<file path="src/rtl/uart_byte_collector.sv">
// Assembles sampler bit pulses into bytes and queues good frames in a small FWFT FIFO.
// Bad frames and overruns are reported through err_pulse, err_cnt and a sticky overrun flag.
module uart_byte_collector #(
    parameter int unsigned FIFO_DEPTH = 4
) (
    input  logic                          clk,
    input  logic                          rst,
    input  logic                          align,
    input  logic                          bit_valid,
    input  logic                          bit_data,
    input  logic                          frame_done,
    input  logic                          framing_error,
    output logic [7:0]                    m_data,
    output logic                          m_valid,
    input  logic                          m_ready,
    output logic [$clog2(FIFO_DEPTH):0]   fill,
    output logic                          err_pulse,
    output logic                          overrun,
    input  logic                          clr_err,
    output logic [7:0]                    err_cnt
);

    localparam int unsigned AW = $clog2(FIFO_DEPTH);
    localparam int unsigned FW = AW + 1;
    localparam logic [FW-1:0] FULL_CNT = FW'(FIFO_DEPTH);

    typedef enum logic [1:0] {IDLE, COLLECT, COMPLETE} state_t;

    state_t        state;
    logic [3:0]    bit_cnt;
    logic [7:0]    shreg;
    logic          bad;
    logic [7:0]    mem [FIFO_DEPTH];
    logic [AW-1:0] wr_ptr;
    logic [AW-1:0] rd_ptr;

    logic frame_good;
    logic push_req;
    logic bad_frame;
    logic full;
    logic pop;
    logic push_ok;
    logic drop;
    logic [7:0] err_base;

    always_comb begin
        frame_good = (state == COMPLETE) && !framing_error && !bad;
        push_req   = frame_done && frame_good;
        bad_frame  = frame_done && !frame_good;
        full       = (fill == FULL_CNT);
        m_valid    = (fill != '0);
        m_data     = mem[rd_ptr];
        pop        = m_valid && m_ready;
        // A pop in the same cycle frees the slot the push needs.
        push_ok    = push_req && (!full || pop);
        drop       = push_req && full && !pop;
        err_base   = clr_err ? 8'd0 : err_cnt;
    end

    always_ff @(posedge clk or posedge rst) begin
        if (rst) begin
            state   <= IDLE;
            bit_cnt <= 4'd0;
            shreg   <= 8'd0;
            bad     <= 1'b0;
        end else if (align) begin
            state   <= COLLECT;
            bit_cnt <= 4'd0;
            bad     <= 1'b0;
        end else if (frame_done) begin
            state <= IDLE;
            bad   <= 1'b0;
        end else if (bit_valid) begin
            case (state)
                COLLECT: begin
                    shreg   <= {bit_data, shreg[7:1]};
                    bit_cnt <= bit_cnt + 4'd1;
                    if (bit_cnt == 4'd7) begin
                        state <= COMPLETE;
                    end
                end
                COMPLETE: bad <= 1'b1;
                default: ;
            endcase
        end
    end

    always_ff @(posedge clk or posedge rst) begin
        if (rst) begin
            for (int i = 0; i < int'(FIFO_DEPTH); i++) begin
                mem[i] <= 8'd0;
            end
            wr_ptr <= '0;
            rd_ptr <= '0;
            fill   <= '0;
        end else begin
            if (push_ok) begin
                mem[wr_ptr] <= shreg;
                wr_ptr      <= wr_ptr + AW'(1);
            end
            if (pop) begin
                rd_ptr <= rd_ptr + AW'(1);
            end
            if (push_ok && !pop) begin
                fill <= fill + FW'(1);
            end else if (pop && !push_ok) begin
                fill <= fill - FW'(1);
            end
        end
    end

    always_ff @(posedge clk or posedge rst) begin
        if (rst) begin
            err_pulse <= 1'b0;
            overrun   <= 1'b0;
            err_cnt   <= 8'd0;
        end else begin
            err_pulse <= bad_frame || drop;
            // Clear takes effect first so a coincident error still registers.
            overrun   <= (overrun && !clr_err) || drop;
            if (bad_frame && err_base != 8'hFF) begin
                err_cnt <= err_base + 8'd1;
            end else begin
                err_cnt <= err_base;
            end
        end
    end

endmodule

</file>
<file path="config.mk">
export PLATFORM = sky130hd
export DESIGN_NAME = uart_byte_collector
export DESIGN_NICKNAME = d
export VERILOG_FILES = /design/src/rtl/uart_byte_collector.sv
export SDC_FILE = /design/constraint.sdc
export NUM_CORES = 1
export LEC_CHECK = 0
export BUFFER_PORTS_ARGS = -buffer_cell sky130_fd_sc_hd__buf_2
export CAP_MARGIN = 30
export CORE_MARGIN = 3
export CORE_UTILIZATION = 35
export DETAILED_ROUTE_END_ITERATION = 6
export HOLD_SLACK_MARGIN = 0.12
export PLACE_DENSITY = 0.56
export SYNTH_ARGS = -nofsm -noshare
export SYNTH_HDL_FRONTEND = slang
export SYNTH_SLANG_ARGS = --single-unit
export TNS_END_PERCENT = 5
</file>
<file path="constraint.sdc">
create_clock -name clk -period 2.8 [get_ports clk]
set_clock_uncertainty 0.1 [all_clocks]
set_input_delay 0.28 -clock clk [delete_from_list [all_inputs] [get_ports clk]]
set_output_delay 0.28 -clock clk [all_outputs]
set_load 0.03 [all_outputs]
</file>
# Word level (Yosys, flattened, before mapping)

Index checks and enable logic that the tools add are counted.
Widths: inputs -> output; s select.

Output and inout port bits: 22
Input bits: 9
Flip-flop bits (word level): 64
Word-level logic and storage cells: 91

Muxes and demuxes: 23
Add/subtract/negate cells: 6
Reductions and logical operators: 35
Order comparisons: 3
Bitwise operators: 4
Equality and inequality tests: 6

Operators with widths:

| operator            | number |
|---|---|
| $mux 8              | 5 |
| $bwmux 32           | 1 |
| $bmux 8 s2          | 1 |
| $demux 8 s2         | 1 |
| $mux 4              | 4 |
| $reduce_bool 3->1   | 5 |
| $logic_and 1x1->1   | 13 |
| $mux 2              | 5 |
| $add 8x1->8 const B | 1 |
| $ne 8x8->1 const B  | 1 |
| $logic_not 1->1     | 7 |
| $ge 3x3->1 const B  | 2 |
| $mux 3              | 2 |
| $not 2->3           | 2 |
| $reduce_and 3->1    | 2 |
| $reduce_bool 2->1   | 3 |
| $add 2x1->2 const B | 2 |
| $add 4x1->4 const B | 1 |
| $eq 4x3->1 const B  | 1 |
| $mux 1              | 4 |
| $reduce_and 4->1    | 1 |
| $add 3x1->3 const B | 1 |
| $eq 3x3->1 const B  | 1 |
| $logic_or 1x1->1    | 3 |
| 7 further kinds     | 8 |

# Logic depth before layout (Yosys ltp)

Gate-level depths: netlist of the first run.

Depth in word-level cells: 9
Gate-level depth with buffers: 9
Depth with buffers taken out: 8

# Worst setup path after synthesis of the first run

No wires, ideal clock.

Path type: register to register
Start point: register state[0]
End point: register fill[2]
Setup slack: 245 ps
Path buffers: 1
Period minus slack after synthesis: 2555 ps
Data required time: 2620 ps
Data arrival time: 2375 ps
Library setup time: 80 ps
Stages on the path, launching flop included: 10
Path through: dfrtp_1 or4b_1 clkbuf_1 nor3_4 ha_1 inv_1 fa_1 xor2_1 nor2_1 xor2_1

Cells in the longest elaborated chain, start to end: 8
Elaborated cells on any way between the ends: 10
Those cells by class: 1 x eq/ne; 1 x mux; 8 x reduce/logical

RTL lines:

| element                          | RTL line | text |
|---|---|---|
| start: declaration               | 29       | `state_t state;` |
| start signal: assignment         | 62       | `state <= IDLE;` |
| start signal: assignment         | 67       | `state <= COLLECT;` |
| start signal: assignment         | 71       | `state <= IDLE;` |
| $eq 2x2->1 *                     | 47       | `frame_good = (state == COMPLETE) && !framing_error && !bad;` |
| $logic_and 1x1->1 * (2 in a row) | 47       |  |
| $logic_and 1x1->1 *              | 48       | `push_req = frame_done && frame_good;` |
| $logic_and 1x1->1 *              | 55       | `push_ok = push_req && (!full \|\| pop);` |
| via push_ok                      | 42       | `logic push_ok;` |
| $logic_not 1->1                  | 106      | `end else if (pop && !push_ok) begin` |
| $logic_and 1x1->1                | 106      |  |
| $reduce_bool 2->1 (no line)      | n/a      |  |
| end signal: assignment           | 105      | `fill <= fill + FW'(1);` |
| end signal: assignment           | 107      | `fill <= fill - FW'(1);` |
| end: declaration                 | 16       | `output logic [$clog2(FIFO_DEPTH):0] fill,` |

The timed path passes the listed nets; every way through them passes the cells marked *.
A chain may end at the register's enable or synchronous reset.

# Final worst setup path of the first run

Ends and elaborated chain as after synthesis.

==> metrics.cfg, run 1 <==
[synth]
synth_area_sq_mm=0.002887
synth_top_area_cell=dfrtp_1
synth-edff-count=0
postSynthCellCount=208
synth.distinct_cells=36
synth_mux_area_share_pct=23.32
synth_warnings=0
yosysSeqAreaShare_pct=55.48
netlist.area_leader.share_pct=55.48
synth-simple-area-share_pct=9.059
synth_top_family_by_area=multiplexers
synth-xor-area-share_pct=3.641
yosys_register_bits=64
syn-num-nets=225
synth_top_cells_by_area=dfrtp_1, mux2_2, mux4_2, ha_1, xnor2_1
ys_async_sr_fraction_pct=100.0
ys.flop_type=dfrtp_1
syn_avg_cell_area_sq_um=13.88
synth_compound_area_share_pct=2.818
synthAdderAreaFrac_pct=3.728

[status]
status=completed

[die]
die_area_sq_mm=0.009373
ioPinCount=31
rows=32
chipWidth_microns=96.82
die_h_microns=96.82
coreArea_sq_mm=0.007848
initial_core_util_pct=36.78

[critical_path]
r2r-end=fill[2]
required_ps=2950
start_kind=register
crit_type=register to register
ff2ff_path_depth=8
reg2reg_slack_ps=340
r2r_start=state[0]
worstPathArrival_ps=2610
critPathMaxFanout=6
endpoint_kind=register

[layout]
final_cell_mix=dfrtp_1, mux2_2, buf_2
mostFrequentLayoutCell=dfrtp_1
area_delta_synth_final_pct=19.94
drive_gt1_share_pct=41.47
nets=270
antennaDiodeCount=0

[route]
drt_iter0_drc=30
drc=0
wl_per_cell_microns=14.90
vias=1748
ant_nets=0
wl_met1_microns=2475
viasPerCell=4.856
highest-signal-layer=met4
wl_met2_microns=2651
wl_microns=5365
dr_wl_met3_microns=216
drt_pass1_iterations=4

[timing]
period_needed_ps=2456
holdWs_ps=139.5
fmax_mhz=407.1
worst_pin_slew_ps=727.2
max_slew_margin_pct=50.86
finalHoldViolCount=0
grt_setup_unrepaired=false
final.setup.tns_ps=0
setup_violations=0
period_share_pct=87.72
drv_slew=0

[cts]
clkTransAtPathRegs_ps=70
htreeDepth=3
cts_tree=done
clockBufferDepth=2
numCtsBuffers=9
clock_latency_ps=330
root_buffer=clkbuf_8
numClockSinks=64

[global_routing]
antenna_found_initial=0
grt_pass1_vias=1834
gr-usage-all-layers_pct=12.42
grt_pass1_wl_microns=9246
grt_max_degree=37
grt_overflow=0

[placement]
gp_congestion=0.7692
post-dp-hpwl_microns=3695
port_buffers=30

[hold_path]
hold-path-cell-count=2
hold_path.class=primary input to register
min_to=err_cnt[4]
worstHoldStart=clr_err

[power_and_ir_drop]
p_leak_nw=1.683
ir_drop_mv=0.2938
powerDensity_mw_per_mm2=699.0

[flow_run]
drv_cap=0

power by group:
part / leakage (nW) / switching [mW] / internal, mW
Sequential: 0.856 / 0.174 / 1.01
Clock: 0.119 / 0.341 / 0.548
Combinational: 0.708 / 0.169 / 0.179
Total: 1.68 / 0.685 / 1.74
metal layers:
layer	global-route usage, %	up-vias
met4	2.916	0
met2	19.69	30
li1	-	841
met1	16.14	875
met5	0	-
met3	4.758	2
area by class of cell:
cell class	instances	area [sq um]
Clock inverter	5	78.83
Timing Repair Buffer	38	232.7
Fill cell	766	4385
Inverter	11	41.29
Sequential cell	64	1602
Clock buffer	11	151.4
Multi-Input combinational cell	129	1229
Tap cell	102	127.6
synth_stat cells, types with 3 or more instances:
cell type and instances:
or3_1 3, clkbuf_1 3, xor2_1 5, ha_1 7
nand2_1 6, dfrtp_1 64, mux4_2 8, nand3_1 5
xnor2_1 7, nand2_2 4, nor2_1 9, inv_1 11
o21ai_0 5, mux2_2 41
stage by stage:
stage	worst slack, ps	instances	total power [mW]	util [%]	cell area [sq um]
2_1_floorplan	245.0	208	1.419	-	2887
3_3_place_gp	392.4	340	1.547	40.67	3192
3_5_place_dp	353.1	340	1.554	40.67	3192
4_1_cts	337.5	360	2.462	44.12	3462
5_1_grt	172.1	360	2.556	44.12	3462
6_report	343.7	360	2.420	44.12	3462
sequential cells by signal, indices dropped and copies added, names as in the netlist:
| signal | flops |
|---|---|
| bad | 1 |
| state | 2 |
| overrun | 1 |
| err_cnt | 8 |
| mem | 32 |
| fill | 3 |
| wr_ptr | 2 |
| rd_ptr | 2 |
| bit_cnt | 4 |
| shreg | 8 |
| err_pulse | 1 |
timing repair:
action                                 CTS  global route
buffers inserted                         0             0
hold buffers                             4             0
endpoints found under the hold margin   34             0
resized for setup                        0             0
worst max-delay path by stage:
stage | cells past startpoint | startpoint | slack, ps | to
3_5_place_dp | 8 | state[0] | 350 | fill[2]
3_3_place_gp | 8 | state[0] | 390 | fill[2]
2_1_floorplan | 9 | state[0] | 250 | fill[2]
5_1_grt | 8 | state[0] | 170 | fill[2]
6_report | 8 | state[0] | 340 | fill[2]
4_1_cts | 8 | state[0] | 340 | fill[2]
critical path, cell delays in order (launching register included):
cell and delay, ps:
dfrtp_1 420, or4b_1 640, nor3_4 170, ha_1 200, inv_1 60, fa_1 370
xor2_1 150, nor2_1 110, xor2_1 150
cell families (layout without fill, tap and decap cells):
kind of cell / count (synthesis) / count (layout)
DFF: 64 / 64
muxes: 52 / 52
and+or+nand+nor: 44 / 44
buffers and inverters: 15 / 65
AOI/OAI and AO/OA: 13 / 13
xor gates and xnor gates: 12 / 12
adders and majority gates: 8 / 8
(Power assumes the default switching activity.)
==> run 2, diff against run 1 <==
ABC_AREA = 1   (was default)
CELL_PAD_IN_SITES_DETAIL_PLACEMENT = 0   (was default)
CELL_PAD_IN_SITES_GLOBAL_PLACEMENT = 1   (was default)
PLACE_DENSITY = 0.69   (was 0.56)
==> run 2 against run 1 <==
Utilization shrank 1.4 points; global-route usage up 2.7 points; combinational power rose by 120%; sequential power decreased by 3%; largest power group unchanged; area after synthesis up 8.5%; critical path depth shrank 4; flip-flop and latch count did not move.
==> metrics.cfg, run 2 <==
[status]
status=completed

[synth]
yosysMostFrequentCell=nand2_1
synth.distinct_cells=26  ; -28%
syn_avg_cell_area_sq_um=8.096  ; -42%
yosysSeqAreaShare_pct=51.12  ; -4.4 points
syn-num-nets=404  ; +80%
ys.flop_type=dfrtp_1
yosys_register_bits=64  ; unchanged
synth_top_area_cell=dfrtp_1
synth-edff-count=0  ; unchanged
postSynthCellCount=387  ; +86%
netlist.area_leader.share_pct=51.12  ; -4.4 points
synth_commonest_cells=nand2_1, dfrtp_1, nand3_1
ys_async_sr_fraction_pct=100.0  ; unchanged
synth_top_cells_by_area=dfrtp_1, nand2_1, nand3_1, nor2_1, inv_1
synth_area_sq_mm=0.003133  ; +8.5%
synth_warnings=0  ; unchanged

[layout]
nets=438  ; +62%
antennaDiodeCount=0  ; unchanged
area_delta_synth_final_pct=15.38
top_regs=mem: 32 flops, err_cnt: 8 flops, shreg: 8 flops
largest_register=mem
fillers=879  ; +15%
final_cell_mix=nand2_1, dfrtp_1, nand3_1
multi_input_area_sq_mm=0.001351  ; +10%
mostFrequentLayoutCell=nand2_1
fin_util_pct=42.71  ; -1.4 points
drive_gt1_share_pct=14.79  ; -27 points
seq_area_sq_mm=0.001602  ; unchanged
largest_register_ffs=32  ; unchanged

[power_and_ir_drop]
power.switching_mw=1.023  ; +49%
powerDensity_mw_per_mm2=745.2  ; +6.6%
ir_drop_mv=0.3047  ; +3.7%
seq_power_share_pct=42.3  ; -6.6 points
intPower_mw=1.671  ; -3.7%
p_clk_share_pct=29.6  ; -7.2 points
pwr-share-comb_pct=28.1  ; +14 points
p_leak_nw=1.973  ; +17%
switching_share_pct=37.97  ; +9.7 points

[cts]
clock_latency_ps=330  ; about the same
root_buffer=clkbuf_8
htreeDepth=3  ; unchanged
clkTransAtPathRegs_ps=70  ; about the same
cts.repair.resized=0  ; unchanged
numCtsBuffers=9  ; unchanged
cts_tree=done
clockBufferDepth=2  ; unchanged
numClockSinks=64  ; unchanged
post_cts_buffers=0  ; unchanged

[critical_path]
crit_type=register to primary output
critPathMaxFanout=18  ; +12
r2r_start=state[0]
endpoint_kind=primary output
worstPathArrival_ps=1930  ; -680 ps
start_kind=register
cp-startpoint=rd_ptr[0]
required_ps=2420  ; -530 ps

[die]
initial_core_util_pct=37.01  ; +0.23 points
die_h_microns=100.6  ; +3.9%
coreArea_sq_mm=0.008464  ; +7.9%
rows=33  ; +3.1%
chipWidth_microns=100.6  ; +3.9%
die_area_sq_mm=0.01012  ; +8.0%
ioPinCount=31  ; unchanged

[timing]
grt_setup_unrepaired=false
period_needed_ps=2312  ; -144.0 ps
final.setup.tns_ps=0  ; unchanged
worst_pin_slew_ps=593.1  ; -134.2 ps
setup_violations=0  ; unchanged
max_slew_margin_pct=60.40  ; +9.5 points
finalHoldViolCount=0  ; unchanged
fmax_mhz=432.5  ; +6.2%
period_share_pct=82.58  ; -5.1 points
drv_slew=0  ; unchanged

[route]
wl_microns=7212  ; +34%
drt_iter0_drc=140  ; +370%
vias=2564  ; +47%
viasPerCell=4.829  ; -0.55%
drc=0  ; unchanged
drt_pass1_iterations=4  ; unchanged
ant_nets=0  ; unchanged
wl_per_cell_microns=13.58  ; -8.9%

[global_routing]
grt_overflow=0  ; unchanged
gr-usage-all-layers_pct=15.16  ; +2.7 points
grt_pass1_vias=2474  ; +35%
grt_pass1_wl_microns=12180  ; +32%
antenna_found_initial=0  ; unchanged
grt_max_degree=40  ; +8.1%

[hold_path]
hold_path.class=primary input to register
worstHoldStart=m_ready

[placement]
port_buffers=30  ; unchanged
gp_congestion=0.7676  ; -0.21%
post-dp-hpwl_microns=5117  ; +39%

[flow_run]
drv_cap=0  ; unchanged

==> run 2: metal layers <==
metal | track usage (%) | routed length [microns] | part of all wire (%)
met1 | 22.41 | 3618 | 50
met5 | 0 | 0 | 0
met3 | 2.630 | 177 | 2.5
met2 | 22.13 | 3302 | 46
met4 | 5.596 | 114 | 1.6
==> run 2: area by class of cell <==
type / count / area share [%]
tap: 105 / 3.634
timing repair buffer: 35 / 5.746
multi-input combinational: 279 / 37.38
clock buffer: 14 / 5.331
clock inverter: 2 / 0.2769
inverter: 32 / 3.323
sequential: 64 / 44.31
==> run 2: stage by stage <==
step / power [mW] / hold WS [ps] / instances / setup slack, ps / area (sq um)
2_1_floorplan: 1.681 / 301.0 / 387 / 526.1 / 3133
3_3_place_gp: 1.918 / 280.0 / 512 / 737.3 / 3382
3_5_place_dp: 1.932 / 278.7 / 512 / 743.4 / 3382
4_1_cts: 2.733 / 136.3 / 531 / 484.2 / 3615
5_1_grt: 2.856 / 166.6 / 531 / 280.7 / 3615
6_report: 2.694 / 140.1 / 531 / 487.7 / 3615
==> run 2: power by group through the flow <==
stage               sequential [mW]  combinational [mW]  clock (mW)
floorplan                      1.13               0.548           0
global placement               1.16               0.762           0
detailed placement             1.16               0.770           0
CTS                            1.14               0.775       0.814
global route                   1.16               0.838       0.855
finish                         1.14               0.757       0.797
==> run 2: worst max-delay path: stages (launching register included) <==
cell	delay, ps
dfrtp_1	670
inv_1	380
o21ai_0	260
o22ai_1	100
buf_2	180
==> run 2: path summary, 6_finish.rpt <==
check                        endpoint  cells past startpoint  slack, ps
min reg2reg                    mem[9]                      2        370
min in group asynchronous  bit_cnt[0]                      3        460
max in group asynchronous     mem[11]                      4       1530
min                         rd_ptr[0]                      3        140
max                         m_data[5]                      4        490
max reg2reg                   fill[2]                      9        740
==> run 2: cell families after synthesis <==
group | after synthesis | synth area share (%)
compound gates | 40 | 6.829
xor+xnor | 8 | 2.237
fa+ha+maj | 8 | 3.434
buf+inv | 44 | 5.751
flops | 64 | 51.12
simple gates | 223 | 30.63
==> run 2: what timing repair did <==
item	CTS	global route
endpoints found under the setup margin	0	0
hold buffers	3	0
endpoints found under the hold margin	27	0
